## src/rtl/calculator_seq.sv

```systemverilog
// -----------------------------------------------------------------------------
// calculator_seq
//
// Sequential calculator ALU with a start/busy/done handshake. Uses the same
// opcode map and the same 2*Nbits result format as the combinational
// calculator. Divide and modulo run on a restoring divider that takes one
// iteration per cycle. Results and status flags are registered and are held
// until the next done pulse.
//
// Parameter:
//   Nbits        operand width (>= 2); result width is 2*Nbits
//
// Ports:
//   clock        system clock, rising edge
//   reset_n      asynchronous active-low reset; aborts any operation in flight
//   start        request, sampled only in IDLE
//   op_select    operation code, captured with start
//   operand1     first operand (unsigned), captured with start
//   operand2     second operand (unsigned), captured with start
//   busy         high while in EXEC or DIV
//   done         one-cycle pulse; resultado and flags are valid from here
//   resultado    registered 2*Nbits result
//   zero         resultado == 0
//   carry        ADD carry / SUB borrow, 0 for every other op
//   div_by_zero  DIV or MOD with operand2 == 0
//   invalid_op   op_select in 1010..1111
//
// Optional build macro:
//   CALC_MUL_SEQ_EN  when defined, MUL runs as a shift-add multiplier in the
//                    iterative state (Nbits iterations, same latency as DIV).
//                    When undefined, MUL is a single-cycle product on the
//                    EXEC path. Results are identical either way.
// -----------------------------------------------------------------------------
module calculator_seq #(
  parameter int Nbits = 4
) (
  input  logic               clock,
  input  logic               reset_n,
  input  logic               start,
  input  logic [3:0]         op_select,
  input  logic [Nbits-1:0]   operand1,
  input  logic [Nbits-1:0]   operand2,
  output logic               busy,
  output logic               done,
  output logic [2*Nbits-1:0] resultado,
  output logic               zero,
  output logic               carry,
  output logic               div_by_zero,
  output logic               invalid_op
);

  localparam int W  = 2 * Nbits;
  localparam int CW = $clog2(Nbits + 1);

  localparam logic [3:0] OP_ADD = 4'd0;
  localparam logic [3:0] OP_SUB = 4'd1;
  localparam logic [3:0] OP_MUL = 4'd2;
  localparam logic [3:0] OP_DIV = 4'd3;
  localparam logic [3:0] OP_MOD = 4'd4;
  localparam logic [3:0] OP_AND = 4'd5;
  localparam logic [3:0] OP_OR  = 4'd6;
  localparam logic [3:0] OP_XOR = 4'd7;
  localparam logic [3:0] OP_SHL = 4'd8;
  localparam logic [3:0] OP_SHR = 4'd9;

  // The iterative state spends Nbits cycles iterating and one further cycle
  // loading the outputs, so the counter must reach Nbits.
  localparam logic [CW-1:0] LAST_ITER = CW'(Nbits);

  typedef enum logic [1:0] {
    IDLE,
    EXEC,
    DIV,
    DONE
  } state_t;

  state_t state;

  // Operands captured at an accepted start.
  logic [3:0]       op_reg;
  logic [Nbits-1:0] a_reg;
  logic [Nbits-1:0] b_reg;

  // Iterative datapath. For the divider work_hi is the partial remainder and
  // work_lo shifts the dividend out while the quotient bits shift in. For
  // the shift-add multiplier work_hi is the upper product half and work_lo
  // shifts the multiplier out while the lower product bits shift in.
  logic [Nbits-1:0] work_hi;
  logic [Nbits-1:0] work_lo;
  logic [CW-1:0]    iter_cnt;

  // ---------------------------------------------------------------------------
  // Decide at start time whether the operation needs the iterative state.
  // Divide by zero never enters it: it is resolved on the EXEC path.
  // ---------------------------------------------------------------------------
  logic             start_iter;
  logic [Nbits-1:0] start_lo;

  always_comb begin
    start_iter = ((op_select == OP_DIV) || (op_select == OP_MOD)) &&
                 (operand2 != '0);
    start_lo   = operand1;
`ifdef CALC_MUL_SEQ_EN
    if (op_select == OP_MUL) begin
      start_iter = 1'b1;
      start_lo   = operand2;
    end
`endif
  end

  // ---------------------------------------------------------------------------
  // One restoring-divider iteration.
  // The shifted remainder is always below 2*divisor, so when it is at least
  // the divisor the difference fits in Nbits and plain modular subtraction
  // on the low Nbits gives the exact new remainder.
  // ---------------------------------------------------------------------------
  logic [Nbits:0]   div_shift;
  logic             div_ge;
  logic [Nbits-1:0] div_diff;
  logic [Nbits-1:0] hi_next;
  logic [Nbits-1:0] lo_next;

  assign div_shift = {work_hi, work_lo[Nbits-1]};
  assign div_ge    = div_shift >= {1'b0, b_reg};
  assign div_diff  = div_shift[Nbits-1:0] - b_reg;

`ifdef CALC_MUL_SEQ_EN
  // One shift-add multiplier iteration: add the multiplicand into the upper
  // half when the current multiplier bit is set, then shift the whole
  // {carry, upper, lower} product right by one.
  logic [Nbits:0] mul_sum;
  assign mul_sum = {1'b0, work_hi} + (work_lo[0] ? {1'b0, a_reg} : '0);
`endif

  always_comb begin
    hi_next = div_ge ? div_diff : div_shift[Nbits-1:0];
    lo_next = {work_lo[Nbits-2:0], div_ge};
`ifdef CALC_MUL_SEQ_EN
    if (op_reg == OP_MUL) begin
      hi_next = mul_sum[Nbits:1];
      lo_next = {mul_sum[0], work_lo[Nbits-1:1]};
    end
`endif
  end

  // Result when the iterative state finishes.
  logic [W-1:0] iter_res;

  always_comb begin
    if (op_reg == OP_MOD) begin
      iter_res = {{Nbits{1'b0}}, work_hi};
    end else begin
      iter_res = {{Nbits{1'b0}}, work_lo};
    end
`ifdef CALC_MUL_SEQ_EN
    if (op_reg == OP_MUL) begin
      iter_res = {work_hi, work_lo};
    end
`endif
  end

  // ---------------------------------------------------------------------------
  // Single-cycle EXEC datapath, working from the captured operands.
  // ---------------------------------------------------------------------------
  logic [Nbits:0] sum_ext;
  logic [Nbits:0] diff_ext;
  logic [W-1:0]   a_ext;
  logic [W-1:0]   exec_res;
  logic           exec_carry;
  logic           exec_dbz;
  logic           exec_inv;

  assign sum_ext  = {1'b0, a_reg} + {1'b0, b_reg};
  // Bit Nbits of the (Nbits+1)-bit difference is both the sign of the true
  // difference and the borrow.
  assign diff_ext = {1'b0, a_reg} - {1'b0, b_reg};
  assign a_ext    = {{Nbits{1'b0}}, a_reg};

  always_comb begin
    exec_res   = '0;
    exec_carry = 1'b0;
    exec_dbz   = 1'b0;
    exec_inv   = 1'b0;
    case (op_reg)
      OP_ADD: begin
        exec_res   = {{(Nbits-1){1'b0}}, sum_ext};
        exec_carry = sum_ext[Nbits];
      end
      OP_SUB: begin
        exec_res   = {{(Nbits-1){diff_ext[Nbits]}}, diff_ext};
        exec_carry = diff_ext[Nbits];
      end
      OP_MUL: begin
`ifdef CALC_MUL_SEQ_EN
        exec_res = '0;
`else
        exec_res = a_ext * {{Nbits{1'b0}}, b_reg};
`endif
      end
      // DIV/MOD only reach EXEC with a zero divisor.
      OP_DIV, OP_MOD: begin
        if (b_reg == '0) begin
          exec_res = '1;
          exec_dbz = 1'b1;
        end
      end
      OP_AND: exec_res = {{Nbits{1'b0}}, a_reg & b_reg};
      OP_OR:  exec_res = {{Nbits{1'b0}}, a_reg | b_reg};
      OP_XOR: exec_res = {{Nbits{1'b0}}, a_reg ^ b_reg};
      // Shifts by at least the operand width yield 0 by shift semantics.
      OP_SHL: exec_res = a_ext << b_reg;
      OP_SHR: exec_res = {{Nbits{1'b0}}, a_reg >> b_reg};
      default: begin
        exec_res = '0;
        exec_inv = 1'b1;
      end
    endcase
  end

  // ---------------------------------------------------------------------------
  // Control FSM with registered outputs.
  // busy and done are set on the transitions into their states, so they are
  // aligned with the state register rather than decoded from it.
  // ---------------------------------------------------------------------------
  always_ff @(posedge clock or negedge reset_n) begin
    if (!reset_n) begin
      state       <= IDLE;
      op_reg      <= '0;
      a_reg       <= '0;
      b_reg       <= '0;
      work_hi     <= '0;
      work_lo     <= '0;
      iter_cnt    <= '0;
      busy        <= 1'b0;
      done        <= 1'b0;
      resultado   <= '0;
      zero        <= 1'b0;
      carry       <= 1'b0;
      div_by_zero <= 1'b0;
      invalid_op  <= 1'b0;
    end else begin
      case (state)
        IDLE: begin
          done <= 1'b0;
          if (start) begin
            op_reg   <= op_select;
            a_reg    <= operand1;
            b_reg    <= operand2;
            work_hi  <= '0;
            work_lo  <= start_lo;
            iter_cnt <= '0;
            busy     <= 1'b1;
            state    <= start_iter ? DIV : EXEC;
          end
        end

        EXEC: begin
          resultado   <= exec_res;
          zero        <= (exec_res == '0);
          carry       <= exec_carry;
          div_by_zero <= exec_dbz;
          invalid_op  <= exec_inv;
          busy        <= 1'b0;
          done        <= 1'b1;
          state       <= DONE;
        end

        DIV: begin
          if (iter_cnt == LAST_ITER) begin
            resultado   <= iter_res;
            zero        <= (iter_res == '0);
            carry       <= 1'b0;
            div_by_zero <= 1'b0;
            invalid_op  <= 1'b0;
            busy        <= 1'b0;
            done        <= 1'b1;
            state       <= DONE;
          end else begin
            work_hi  <= hi_next;
            work_lo  <= lo_next;
            iter_cnt <= iter_cnt + CW'(1);
          end
        end

        DONE: begin
          // A start seen here is dropped; a new op needs IDLE.
          done  <= 1'b0;
          state <= IDLE;
        end

        default: begin
          busy  <= 1'b0;
          done  <= 1'b0;
          state <= IDLE;
        end
      endcase
    end
  end

endmodule

```

## config.mk

```make
export PLATFORM = sky130hd
export DESIGN_NAME = calculator_seq
export DESIGN_NICKNAME = d
export VERILOG_FILES = /design/src/rtl/calculator_seq.sv
export SDC_FILE = /design/constraint.sdc
export NUM_CORES = 1
export LEC_CHECK = 0
export ABC_AREA = 1
export CAP_MARGIN = 5
export CORE_ASPECT_RATIO = 0.5
export CORE_MARGIN = 4
export CORE_UTILIZATION = 50
export DETAILED_ROUTE_END_ITERATION = 16
export PLACE_DENSITY = 0.75
export RECOVER_POWER = 50
export SLEW_MARGIN = 20
export SYNTH_ARGS = -nofsm -noshare
export SYNTH_HDL_FRONTEND = slang
export SYNTH_SLANG_ARGS = --single-unit
```

## constraint.sdc

```tcl
create_clock -name clock -period 3.15 [get_ports clock]
set_input_delay 0.315 -clock clock [delete_from_list [all_inputs] [get_ports clock]]
set_output_delay 0.315 -clock clock [all_outputs]
set_load 0.05 [all_outputs]
```

==> flow_metrics.env <==
export IMPL_outcome="finished with violations"
export IMPL_violations="max-capacitance violations, max-slew violations"
export IMPL_regArea_sq_um=976
export IMPL_clkTransAtPathRegs_ns=0.06
export IMPL_drive_gt1_frac=0.0877
export IMPL_cts_root_buf="clkbuf_16"
export IMPL_cp_data_arrival_time_ns=3.22
export IMPL_ys_seq_elements=39
export IMPL_coreArea_sq_um=6360
export IMPL_cp_cell_sequence="nand2_2, fa_1, inv_1, fa_1, inv_2, fa_1, inv_2, nand3_2, nand2_1, inv_1, nand2_1, nor2_1, nand4_1, nor2_1, nand3_1, a21oi_2"
export IMPL_fmax_mhz=333
export IMPL_synth_warnings=0
export IMPL_place_congestion=0.959
export IMPL_cts_tree="done"
export IMPL_setup_viol=0
export IMPL_final_hold_violation_count=0
export IMPL_gr_total_overflow=0
export IMPL_yosysTopAreaCell="dfrtp_1"
export IMPL_finalCriticalPeriod_ns=3.00
export IMPL_routedWlPerCell_um=14.9
export IMPL_critical_path_class="flip-flop to flip-flop"
export IMPL_postSynthCellCount=497
export IMPL_synth_distinct_cells=38
export IMPL_routed_via_count=3309
export IMPL_grt_pass1_vias=3085
export IMPL_cp_num_cells=16
export IMPL_start_kind="flip-flop"
export IMPL_r2r_cells=16
export IMPL_synth_area_leaders="dfrtp_1 (28%), nand2_1 (15%), ha_1 (13%)"
export IMPL_finalCoreUtilization=0.638
export IMPL_holdPathStages=2
export IMPL_cp_slowest_cell="fa_1"
export IMPL_diodes=0
export IMPL_viasPerCell=5.30
export IMPL_worst_hold_path_type="flip-flop to flip-flop"
export IMPL_grt_pass1_wl_um=15400
export IMPL_largest_reg_flops=8
export IMPL_hpwlAfterDp_um=7120
export IMPL_multiInputGateArea_sq_um=2150
export IMPL_synth_edf_count=0
export IMPL_clkSinkCount=39
export IMPL_drt_drc_violations_left=0
export IMPL_first_iter_violations=207
export IMPL_synth_most_common_cell="nand2_1"
export IMPL_die_area_sq_um=8320
export IMPL_clock_skew_ns=0.00538
export IMPL_htreeDepth=2
export IMPL_fin_crit_sh=0.954
export IMPL_worst_pin_slew_ns=2.09
export IMPL_hold_worst_slack_ns=0.481
export IMPL_fin_setup_tns_ns=0
export IMPL_antenna_found_initial=0
export IMPL_critPathMaxFanout=2
export IMPL_required_ns=3.37
export IMPL_synth_async_reset_ratio=1.00
export IMPL_slew_headroom=-0.393
export IMPL_syn2layout_area_growth_pct=18.4
export IMPL_largest_register="resultado"
export IMPL_final_cell_count_no_fill=624
export IMPL_cts_buffer_depth=2
export IMPL_pin_count=29
export IMPL_yosys_top_cells_count="nand2_1 (137), inv_1 (70), nor2_1 (51), nand3_1 (40), dfrtp_1 (39)"
export IMPL_syn_nets=554
export IMPL_max_stage_delay_ns=0.53
export IMPL_numCtsBuffers=5
export IMPL_die_h_um=66.5
export IMPL_synth_seq_area_share=0.285
export IMPL_drv_cap=1
export IMPL_die_x_um=125
export IMPL_cpLargestDelayFamily="adder cells"
export IMPL_path_buf_inv=4
export IMPL_start_util=0.539
export IMPL_cp_end_kind="flip-flop"
export IMPL_grt_max_degree=40
export IMPL_synthFlopType="dfrtp_1"
export IMPL_yosys_area_top_type_share=0.285
export IMPL_dr_pass1_iters=5
export IMPL_placed_cells=614
export IMPL_num_nets_final=592
export IMPL_clk_latency_ns=0.29
export IMPL_detail_route_antenna_nets=0
export IMPL_synth_area_sq_um=3420
export IMPL_num_rows=20
export IMPL_numPortBuffers=28
export IMPL_slew_viol_final=40
export IMPL_wirelength_um=9280
export IMPL_grt_usage=0.232
export IMPL_fillers=571
export IMPL_cp_common_cell="fa_1"
export IMPL_avgSynthCellArea_sq_um=6.89
export IMPL_grt_setup_unrepaired="yes"
[layout by cell type, fill, tap and decap left out, types with 4 or more instances in the layout]
| cell | netlist | final |
|---|---|---|
| a21oi_1 | 18 | 18 |
| buf_4 | 1 | 9 |
| clkbuf_16 | 0 | 5 |
| clkdlybuf4s50_1 | 0 | 27 |
| dfrtp_1 | 39 | 39 |
| fa_1 | 7 | 7 |
| ha_1 | 35 | 31 |
| inv_1 | 70 | 68 |
| inv_2 | 6 | 8 |
| nand2_1 | 137 | 135 |
| nand2_4 | 4 | 4 |
| nand3_1 | 40 | 39 |
| nand3b_1 | 4 | 4 |
| nand4_1 | 6 | 6 |
| nor2_1 | 51 | 51 |
| o211ai_1 | 4 | 4 |
| o21ai_0 | 36 | 36 |
[worst reg2reg max path: cells and delay by family (launching register included)]
kind | cells | cell delay, ns
simple gates | 8 | 0.71
compound gates | 1 | 0.14
buf+inv | 4 | 0.19
fa+ha+maj | 3 | 1.54
flops | 1 | 0.35
[metrics by stage]
stage | setup WS, ns | cell area, sq um
after CTS | 0.129 | 4010
after global routing | -0.0662 | 4050
after global placement | 0.239 | 3840
final | 0.146 | 4050
after floorplan | 0.172 | 3420
after detailed placement | 0.170 | 3840
[routing by layer]
layer / wire length (um) / global-route usage / part of all wire / vias up
met2: 3960 / 0.358 / 0.43 / 108
met4: 131 / 0.0581 / 0.014 / 0
li1: - / - / - / 1670
met1: 4460 / 0.339 / 0.48 / 1518
met3: 726 / 0.0392 / 0.078 / 13
met5: 0 / 0 / 0 / -
[repair_timing]
| action | 4_1_cts | 5_1_grt |
|---|---|---|
| resized for setup | 0 | 10 |
| endpoints found under the setup margin | 0 | 1 |
| setup buffers | 0 | 2 |
| hold buffers | 0 | 0 |
[final timing paths]
check / from / to / slack (ns)
worst min-delay path: done / done / 0.48
worst min register to register: done / done / 0.48
min in group asynchronous: reset_n / busy / 0.62
max in group asynchronous: reset_n / resultado[5] / 1.33
worst max-delay path: a_reg[0] / zero / 0.15
worst max register to register: a_reg[0] / zero / 0.15
[area by class of cell]
cell class,count,area share
Tap cell,88,0.0272
Clock buffer,5,0.0309
Sequential cell,39,0.241
Multi-Input combinational cell,372,0.529
Clock inverter,3,0.0117
Inverter,78,0.0722
Timing Repair Buffer,39,0.0880
[kinds of logic (layout without fill, tap and decap cells)]
| family | after synthesis | in the layout | share of synthesized area |
|---|---|---|---|
| flops | 39 | 39 | 0.285 |
| xor+xnor | 2 | 2 | 0.00512 |
| fa+ha+maj | 42 | 42 | 0.169 |
| compound gates | 75 | 75 | 0.123 |
| buf+inv | 86 | 125 | 0.0972 |
| simple gates | 253 | 253 | 0.321 |
Power is not shown: default switching activity piles up to over one toggle a cycle in this logic, so the estimate is an artifact.
